File: src/rtl/hazard_ctrl_if.sv
// hazard_ctrl_if: handshake bundle between the pipeline stages and the hazard controller
//   master: pipeline side, drives ID instruction, valid, branch and memory status
//   slave : hazard_ctrl side, returns stall/bubble/flush/freeze, forwarding selects and ready
interface hazard_ctrl_if;
  logic [15:0] instin;
  logic        id_valid;
  logic        branch_taken;
  logic        mem_ready;
  logic        pc_stall;
  logic        ifid_stall;
  logic        idex_bubble;
  logic        ifid_flush;
  logic        freeze;
  logic [1:0]  fwd_a;
  logic [1:0]  fwd_b;
  logic        ready;
  modport master (
    output instin, id_valid, branch_taken, mem_ready,
    input  pc_stall, ifid_stall, idex_bubble, ifid_flush, freeze, fwd_a, fwd_b, ready
  );
  modport slave (
    input  instin, id_valid, branch_taken, mem_ready,
    output pc_stall, ifid_stall, idex_bubble, ifid_flush, freeze, fwd_a, fwd_b, ready
  );
endinterface

File: src/rtl/hazard_ctrl.sv
// hazard_ctrl: pipeline sequencing controller for the 16-bit MIPS core
//   clk, reset (async, active-low), bus (hazard_ctrl_if.slave: ID instruction/valid,
//   branch_taken, mem_ready in; stall/bubble/flush/freeze, fwd_a/fwd_b, ready out).
//   Optional HAZARD_PERF_EN adds clr_cnt, stall_cnt and flush_cnt saturating counters.
module hazard_ctrl #(
  parameter int FLUSH_CYCLES = 1,
  parameter int SAT_W        = 16
) (
  input logic          clk,
  input logic          reset,
  hazard_ctrl_if.slave bus
`ifdef HAZARD_PERF_EN
  ,
  input  logic             clr_cnt,
  output logic [SAT_W-1:0] stall_cnt,
  output logic [SAT_W-1:0] flush_cnt
`endif
);
  typedef enum logic [1:0] {RUN, LSTALL, FLUSH, MWAIT} state_t;
  typedef struct packed {
    logic       v;
    logic [2:0] dst;
    logic       ld;
    logic       mem;
  } ent_t;

  state_t     state_q, state_d, ret_q, ret_d;
  logic [1:0] cnt_q, cnt_d;
  ent_t       id_e, ex_q, mem_q, wb_q;
  logic [2:0] op, rs, rt, fn, id_dst;
  logic       use_rs, use_rt, lu, mw, in_flush, do_stall, do_flush;

  assign {op, rs, rt} = bus.instin[15:7];
  assign fn     = bus.instin[2:0];
  // shifts carry shamt in the rs field, so rs is not a real source for them
  assign use_rs = !(op == 3'd0 && (fn == 3'd0 || fn == 3'd7));
  assign use_rt = op inside {3'd0, 3'd4, 3'd5, 3'd7};
  assign id_dst = op == 3'd0 ? bus.instin[6:4] : op inside {3'd1, 3'd2, 3'd3, 3'd6} ? rt : 3'd0;
  assign id_e   = {bus.id_valid & ~bus.idex_bubble, id_dst, op == 3'd6, op[2] & op[1]};

  assign lu = bus.id_valid & ex_q.v & ex_q.ld & (ex_q.dst != 3'd0)
            & ((use_rs & (rs == ex_q.dst)) | (use_rt & (rt == ex_q.dst)));
  assign mw = ~bus.mem_ready & mem_q.v & mem_q.mem;
  // a flush paused by a memory wait resumes once the wait ends
  assign in_flush = (state_q == FLUSH) | (state_q == MWAIT && ret_q == FLUSH);
  assign do_flush = ~mw & in_flush;
  assign do_stall = ~mw & ~in_flush & lu;

  assign bus.freeze      = mw;
  assign bus.pc_stall    = mw | do_stall;
  assign bus.ifid_stall  = mw | do_stall;
  assign bus.idex_bubble = do_flush | do_stall;
  assign bus.ifid_flush  = do_flush;
  assign bus.ready       = ~(mw | do_flush | do_stall);

  function automatic logic [1:0] fwd_sel(input logic [2:0] r, input ent_t ex, input ent_t mem);
    return (ex.v && !ex.ld && ex.dst != 3'd0 && ex.dst == r) ? 2'b01 :
           (mem.v && mem.dst != 3'd0 && mem.dst == r) ? 2'b10 : 2'b00;
  endfunction

  assign bus.fwd_a = fwd_sel(rs, ex_q, mem_q);
  assign bus.fwd_b = fwd_sel(rt, ex_q, mem_q);

  always_comb begin
    state_d = mw ? MWAIT : bus.branch_taken ? FLUSH : in_flush ? (cnt_q == 2'd0 ? RUN : FLUSH) : lu ? LSTALL : RUN;
    ret_d   = mw ? (in_flush ? FLUSH : RUN) : ret_q;
    cnt_d   = mw ? cnt_q : bus.branch_taken ? 2'(FLUSH_CYCLES - 1) : (in_flush && cnt_q != 2'd0) ? cnt_q - 2'd1 : cnt_q;
  end

  always_ff @(posedge clk or negedge reset)
    if (!reset) begin
      state_q <= RUN;
      ret_q   <= RUN;
      cnt_q   <= '0;
      ex_q    <= '0;
      mem_q   <= '0;
      wb_q    <= '0;
    end else begin
      state_q <= state_d;
      ret_q   <= ret_d;
      cnt_q   <= cnt_d;
      if (!mw) begin
        ex_q  <= id_e;
        mem_q <= ex_q;
        wb_q  <= mem_q;
      end
    end

  // WB is tracked for completeness; the register file makes it visible without forwarding
  logic unused_bits;
  assign unused_bits = ^{bus.instin[3], wb_q};

`ifdef HAZARD_PERF_EN
  logic [SAT_W-1:0] stall_cnt_q, flush_cnt_q;
  always_ff @(posedge clk or negedge reset)
    if (!reset) begin
      stall_cnt_q <= '0;
      flush_cnt_q <= '0;
    end else begin
      stall_cnt_q <= clr_cnt ? '0 : stall_cnt_q + SAT_W'((do_stall | mw) & ~&stall_cnt_q);
      flush_cnt_q <= clr_cnt ? '0 : flush_cnt_q + SAT_W'(do_flush & ~&flush_cnt_q);
    end
  assign stall_cnt = stall_cnt_q;
  assign flush_cnt = flush_cnt_q;
`else
  logic [SAT_W-1:0] unused_perf;
  assign unused_perf = '0;
`endif
endmodule

File: src/flat_wrapper.sv
// flat-port wrapper written by rule: the top's interface ports become plain ports
module hazard_ctrl_flat 
#(
  parameter int FLUSH_CYCLES = 1,
  parameter int SAT_W        = 16
)
  (clk, reset, bus_instin, bus_id_valid, bus_branch_taken, bus_mem_ready, bus_pc_stall, bus_ifid_stall, bus_idex_bubble, bus_ifid_flush, bus_freeze, bus_fwd_a, bus_fwd_b, bus_ready);
  hazard_ctrl_if bus_i ();
  input logic clk;
  input logic reset;
  input wire logic [$bits(bus_i.instin)-1:0] bus_instin;
  input wire logic [$bits(bus_i.id_valid)-1:0] bus_id_valid;
  input wire logic [$bits(bus_i.branch_taken)-1:0] bus_branch_taken;
  input wire logic [$bits(bus_i.mem_ready)-1:0] bus_mem_ready;
  output wire logic [$bits(bus_i.pc_stall)-1:0] bus_pc_stall;
  output wire logic [$bits(bus_i.ifid_stall)-1:0] bus_ifid_stall;
  output wire logic [$bits(bus_i.idex_bubble)-1:0] bus_idex_bubble;
  output wire logic [$bits(bus_i.ifid_flush)-1:0] bus_ifid_flush;
  output wire logic [$bits(bus_i.freeze)-1:0] bus_freeze;
  output wire logic [$bits(bus_i.fwd_a)-1:0] bus_fwd_a;
  output wire logic [$bits(bus_i.fwd_b)-1:0] bus_fwd_b;
  output wire logic [$bits(bus_i.ready)-1:0] bus_ready;
  assign bus_i.instin = bus_instin;
  assign bus_i.id_valid = bus_id_valid;
  assign bus_i.branch_taken = bus_branch_taken;
  assign bus_i.mem_ready = bus_mem_ready;
  assign bus_pc_stall = bus_i.pc_stall;
  assign bus_ifid_stall = bus_i.ifid_stall;
  assign bus_idex_bubble = bus_i.idex_bubble;
  assign bus_ifid_flush = bus_i.ifid_flush;
  assign bus_freeze = bus_i.freeze;
  assign bus_fwd_a = bus_i.fwd_a;
  assign bus_fwd_b = bus_i.fwd_b;
  assign bus_ready = bus_i.ready;
  hazard_ctrl #(.FLUSH_CYCLES(FLUSH_CYCLES), .SAT_W(SAT_W)) u_core (.clk(clk), .reset(reset), .bus(bus_i));
endmodule
File: config.mk
export PLATFORM = sky130hd
export DESIGN_NAME = hazard_ctrl_flat
export DESIGN_NICKNAME = d
export VERILOG_FILES = /design/src/rtl/hazard_ctrl_if.sv /design/src/rtl/hazard_ctrl.sv /design/src/flat_wrapper.sv
export SDC_FILE = /design/constraint.sdc
export NUM_CORES = 1
export LEC_CHECK = 0
export BUFFER_PORTS_ARGS = -buffer_cell sky130_fd_sc_hd__clkbuf_2
export CORE_MARGIN = 2
export CORE_UTILIZATION = 49
export CTS_CLUSTER_SIZE = 30
export DETAILED_ROUTE_END_ITERATION = 10
export GPL_TIMING_DRIVEN = 0
export PLACE_DENSITY = 0.83
export SLEW_MARGIN = 20
export SYNTH_ARGS = -nofsm -noshare
export SYNTH_HDL_FRONTEND = slang
export SYNTH_SLANG_ARGS = --single-unit
File: constraint.sdc
create_clock -name clk -period 1.9 [get_ports clk]
set_input_delay 0.095 -clock clk [delete_from_list [all_inputs] [get_ports clk]]
set_output_delay 0.095 -clock clk [all_outputs]
set_load 0.005 [all_outputs]
==> metrics.txt <==
number of instances in the placed design 162; first-pass GRT wire length 3970 µm; clock network latency to the later pin of the worst-skew pair 300 ps; number of nets in the layout 166; site row count 16; placed cell areas 1140 µm²; number of antenna repair diodes 0; number of port buffers 29; final max-slew violation count 0; violations in the final reports negative setup slack; final hold vios 0; routed vias/inst 5.74; share of cells above drive strength 1 37.1%; clock transition at the registers of the reported paths 100 ps; library cells used by synthesis 32; via count of the first global-routing pass 877; synthesized-area fraction occupied by adder cells 1.30%; Layout area overhead 31.4%; FF+latch count, synth 16; die height 48.4 µm; maximum net fanout on the critical path 4; ranking of synthesized cells by area sky130_fd_sc_hd__dfrtp_1 42%, sky130_fd_sc_hd__xnor2_1 11%, sky130_fd_sc_hd__nand2_1 5.8%, sky130_fd_sc_hd__nor2_1 4.7%, sky130_fd_sc_hd__a221oi_1 2.7%; most used flip-flop cell after synthesis sky130_fd_sc_hd__dfrtp_1; detailed-route via count 976; final period demand of the worst path 1950 ps; number of synthesized flops with an enable pin 0; largest buffer count on any clock path 2; required time worst endpoint 1800 ps; filler-free cell count of the finished design 170; warnings from Yosys 0; critical path endpoint category primary output; share of synthesized area occupied by flip-flops and latches 41.5%; outcome finished with violations; area fraction in and, or, nand and nor cells after synthesis 26.7%; setup repair after global routing missed its margin true; leakage component of the power 0.576 nW; final std cell area, no fill 1270 µm²; deepest level of the CTS H-tree 1; Pwr per Cell Area 759 nW/µm²; xor and xnor fraction of the mapped netlist area 10.9%; async set or reset register ratio after synthesis 100%; area of the die 2340 µm²; Synth Net Count 128; effective utilization at floorplan 50.7%; final antenna-violating net count 0; io pins 31; nature of the critical path startpoint register; area share of the largest cell type after synthesis 41.5%; DRC violations left 0; antenna violations before repair 0; overall overflow remaining after global route 0; Slew @ Worst Pin 549 ps; Setup WS pre-CTS 185 ps; synthesized-area fraction occupied by ao, oa, aoi and oai cells 14.7%; Initial DRC Count 37; critical setup path kind reg2out; Hold WS 13.6 ps; post-synthesis instance total 106; maximum frequency from static timing analysis 512 MHz; worst min-delay path category in2reg; VDD IR max 538 µV; worst clock skew on the final layout 2.34 ps; maximum number of pins on one net before global-route repair 17; core area 1900 µm²; max-cap viol count 0; arrival time reported for the critical path endpoint 1860 ps; All-Layer GR Usage 22.0%; GPL Wtd Cong 0.889; minimum setup slack in the final design -52.7 ps; post-detailed-routing wire length 2770 µm; Max-Slew Margin vs Limit 63.4%; router iterations before antenna repair 4; post-route total power 963 µW; detailed placer's ending HPWL 1710 µm; routed wire length per instance 16.3 µm; cell accounting for the most synthesized area sky130_fd_sc_hd__dfrtp_1; final worst path period share 103%; total CTS buffers 3; CTS tree done; mux share of post-synthesis cell area 2.08%; synthesized area per cell 9.10 µm²; cell area after technology mapping 965 µm²; final setup violation count 2; clock tree root buffer cell sky130_fd_sc_hd__clkbuf_4; number of sinks handled by clock tree synthesis 16; floorplan die width 48.4 µm; main combinational cell family by area after synthesis simple AND/OR/NAND/NOR gates
-- timing repair --
item / 4_1_cts / 5_1_grt
setup buffers: 4 / 0
hold endpoints to repair: 16 / 0
setup endpoints to repair: 4 / 5
cloned: 0 / 0
pin swaps: 4 / 4
hold buffers: 1 / 0
resized for setup: 4 / 7
-- synthesized netlist by cell type (3+ instances only) --
| cell | n |
|---|---|
| sky130_fd_sc_hd__nand2_1 | 15 |
| sky130_fd_sc_hd__or3_1 | 4 |
| sky130_fd_sc_hd__dfrtp_1 | 16 |
| sky130_fd_sc_hd__a221oi_1 | 3 |
| sky130_fd_sc_hd__nor2_1 | 12 |
| sky130_fd_sc_hd__xnor2_1 | 12 |
| sky130_fd_sc_hd__a21oi_1 | 3 |
| sky130_fd_sc_hd__nor3_1 | 3 |
| sky130_fd_sc_hd__o31ai_1 | 3 |
| sky130_fd_sc_hd__nand3_1 | 5 |
| sky130_fd_sc_hd__o22ai_1 | 3 |
| sky130_fd_sc_hd__nand2b_1 | 3 |
-- critical path: stages, from the launching register on --
cell and delay [ps]:
sky130_fd_sc_hd__dfrtp_2 470, sky130_fd_sc_hd__xnor2_2 200, sky130_fd_sc_hd__nand3_2 160, sky130_fd_sc_hd__or3_4 420, sky130_fd_sc_hd__and3_1 200, sky130_fd_sc_hd__clkbuf_2 110
-- final cells by class --
class	count	area, µm²
Multi-Input combinational cell	84	588
Clock buffer	4	36.3
Fill cell	160	634
Inverter	3	11.3
Sequential cell	16	404
Buffer	2	8.76
Timing Repair Buffer	34	185
Tap cell	27	33.8
-- through the flow --
step / util [%] / TNS, ps
2_1_floorplan: - / 0
3_3_place_gp: 60.1 / 0
3_5_place_dp: 60.1 / 0
4_1_cts: 64.9 / 0
5_1_grt: 66.6 / -475
6_report: 66.6 / -71.6
-- state kept, by name, indices dropped and copies added (netlist names) --
register        count
u_core.ex_q         6
u_core.mem_q        5
u_core.cnt_q        2
u_core.state_q      2
u_core.ret_q        1
-- routing by layer --
metal  vias to the layer above  wire [µm]  track usage, %
met1                       470       1080            28.3
met4                         0        110            10.5
met2                        42       1420            37.0
met3                        13        163            2.47
li1                        451          -               -
met5                         -          0               0
-- path summary, 6_finish.rpt --
| path | startpoint | end | slack, ps | cells past startpoint |
|---|---|---|---|---|
| max | u_core.ex_q[2] | bus_ready | -50 | 5 |
| min | bus_instin[13] | u_core.ex_q[1] | 10 | 2 |
| max reg2reg | u_core.mem_q[5] | u_core.ex_q[1] | 440 | 4 |
| min reg2reg | u_core.ex_q[0] | u_core.mem_q[0] | 490 | 1 |
| max in group asynchronous | reset | u_core.ex_q[2] | 1320 | 2 |
| min in group asynchronous | reset | u_core.ret_q[1] | 270 | 2 |
-- placed cells by master, fill, tap and decap left out, types with 2 or more instances in the layout --
| cell type | instances |
|---|---|
| sky130_fd_sc_hd__inv_1 | 2 |
| sky130_fd_sc_hd__a221oi_1 | 3 |
| sky130_fd_sc_hd__a21oi_1 | 3 |
| sky130_fd_sc_hd__nor3_1 | 3 |
| sky130_fd_sc_hd__nand3_1 | 3 |
| sky130_fd_sc_hd__nand2b_1 | 3 |
| sky130_fd_sc_hd__or3_1 | 3 |
| sky130_fd_sc_hd__o31ai_1 | 2 |
| sky130_fd_sc_hd__nor2_1 | 12 |
| sky130_fd_sc_hd__or3_4 | 2 |
| sky130_fd_sc_hd__nand3_2 | 2 |
| sky130_fd_sc_hd__o21ai_1 | 2 |
| sky130_fd_sc_hd__o22ai_1 | 3 |
| sky130_fd_sc_hd__clkbuf_2 | 29 |
| sky130_fd_sc_hd__xnor2_1 | 9 |
| sky130_fd_sc_hd__nand2_1 | 15 |
| sky130_fd_sc_hd__dfrtp_2 | 3 |
| sky130_fd_sc_hd__o21ai_0 | 2 |
| sky130_fd_sc_hd__clkbuf_4 | 3 |
| sky130_fd_sc_hd__buf_4 | 4 |
| sky130_fd_sc_hd__dfrtp_1 | 13 |
| sky130_fd_sc_hd__mux2i_1 | 2 |
| sky130_fd_sc_hd__xnor2_2 | 3 |
-- kinds of logic (layout without fill, tap and decap cells) --
group	count (synthesis)	in the layout
DFF	16	16
and+or+nand+nor	49	49
buffers and inverters	6	43
adders and majority gates	1	1
muxes	2	2
xor gates and xnor gates	12	12
AOI/OAI and AO/OA	20	20
-- where the power goes --
group / total [mW] / internal [mW] / leakage (nW) / switching [mW]
Sequential: 0.439 / 0.386 / 0.200 / 0.0527
Combinational: 0.284 / 0.138 / 0.355 / 0.146
Clock: 0.240 / 0.117 / 0.0210 / 0.123
Total: 0.963 / 0.641 / 0.576 / 0.321
No activity file was read; power rests on OpenSTA's default activity.
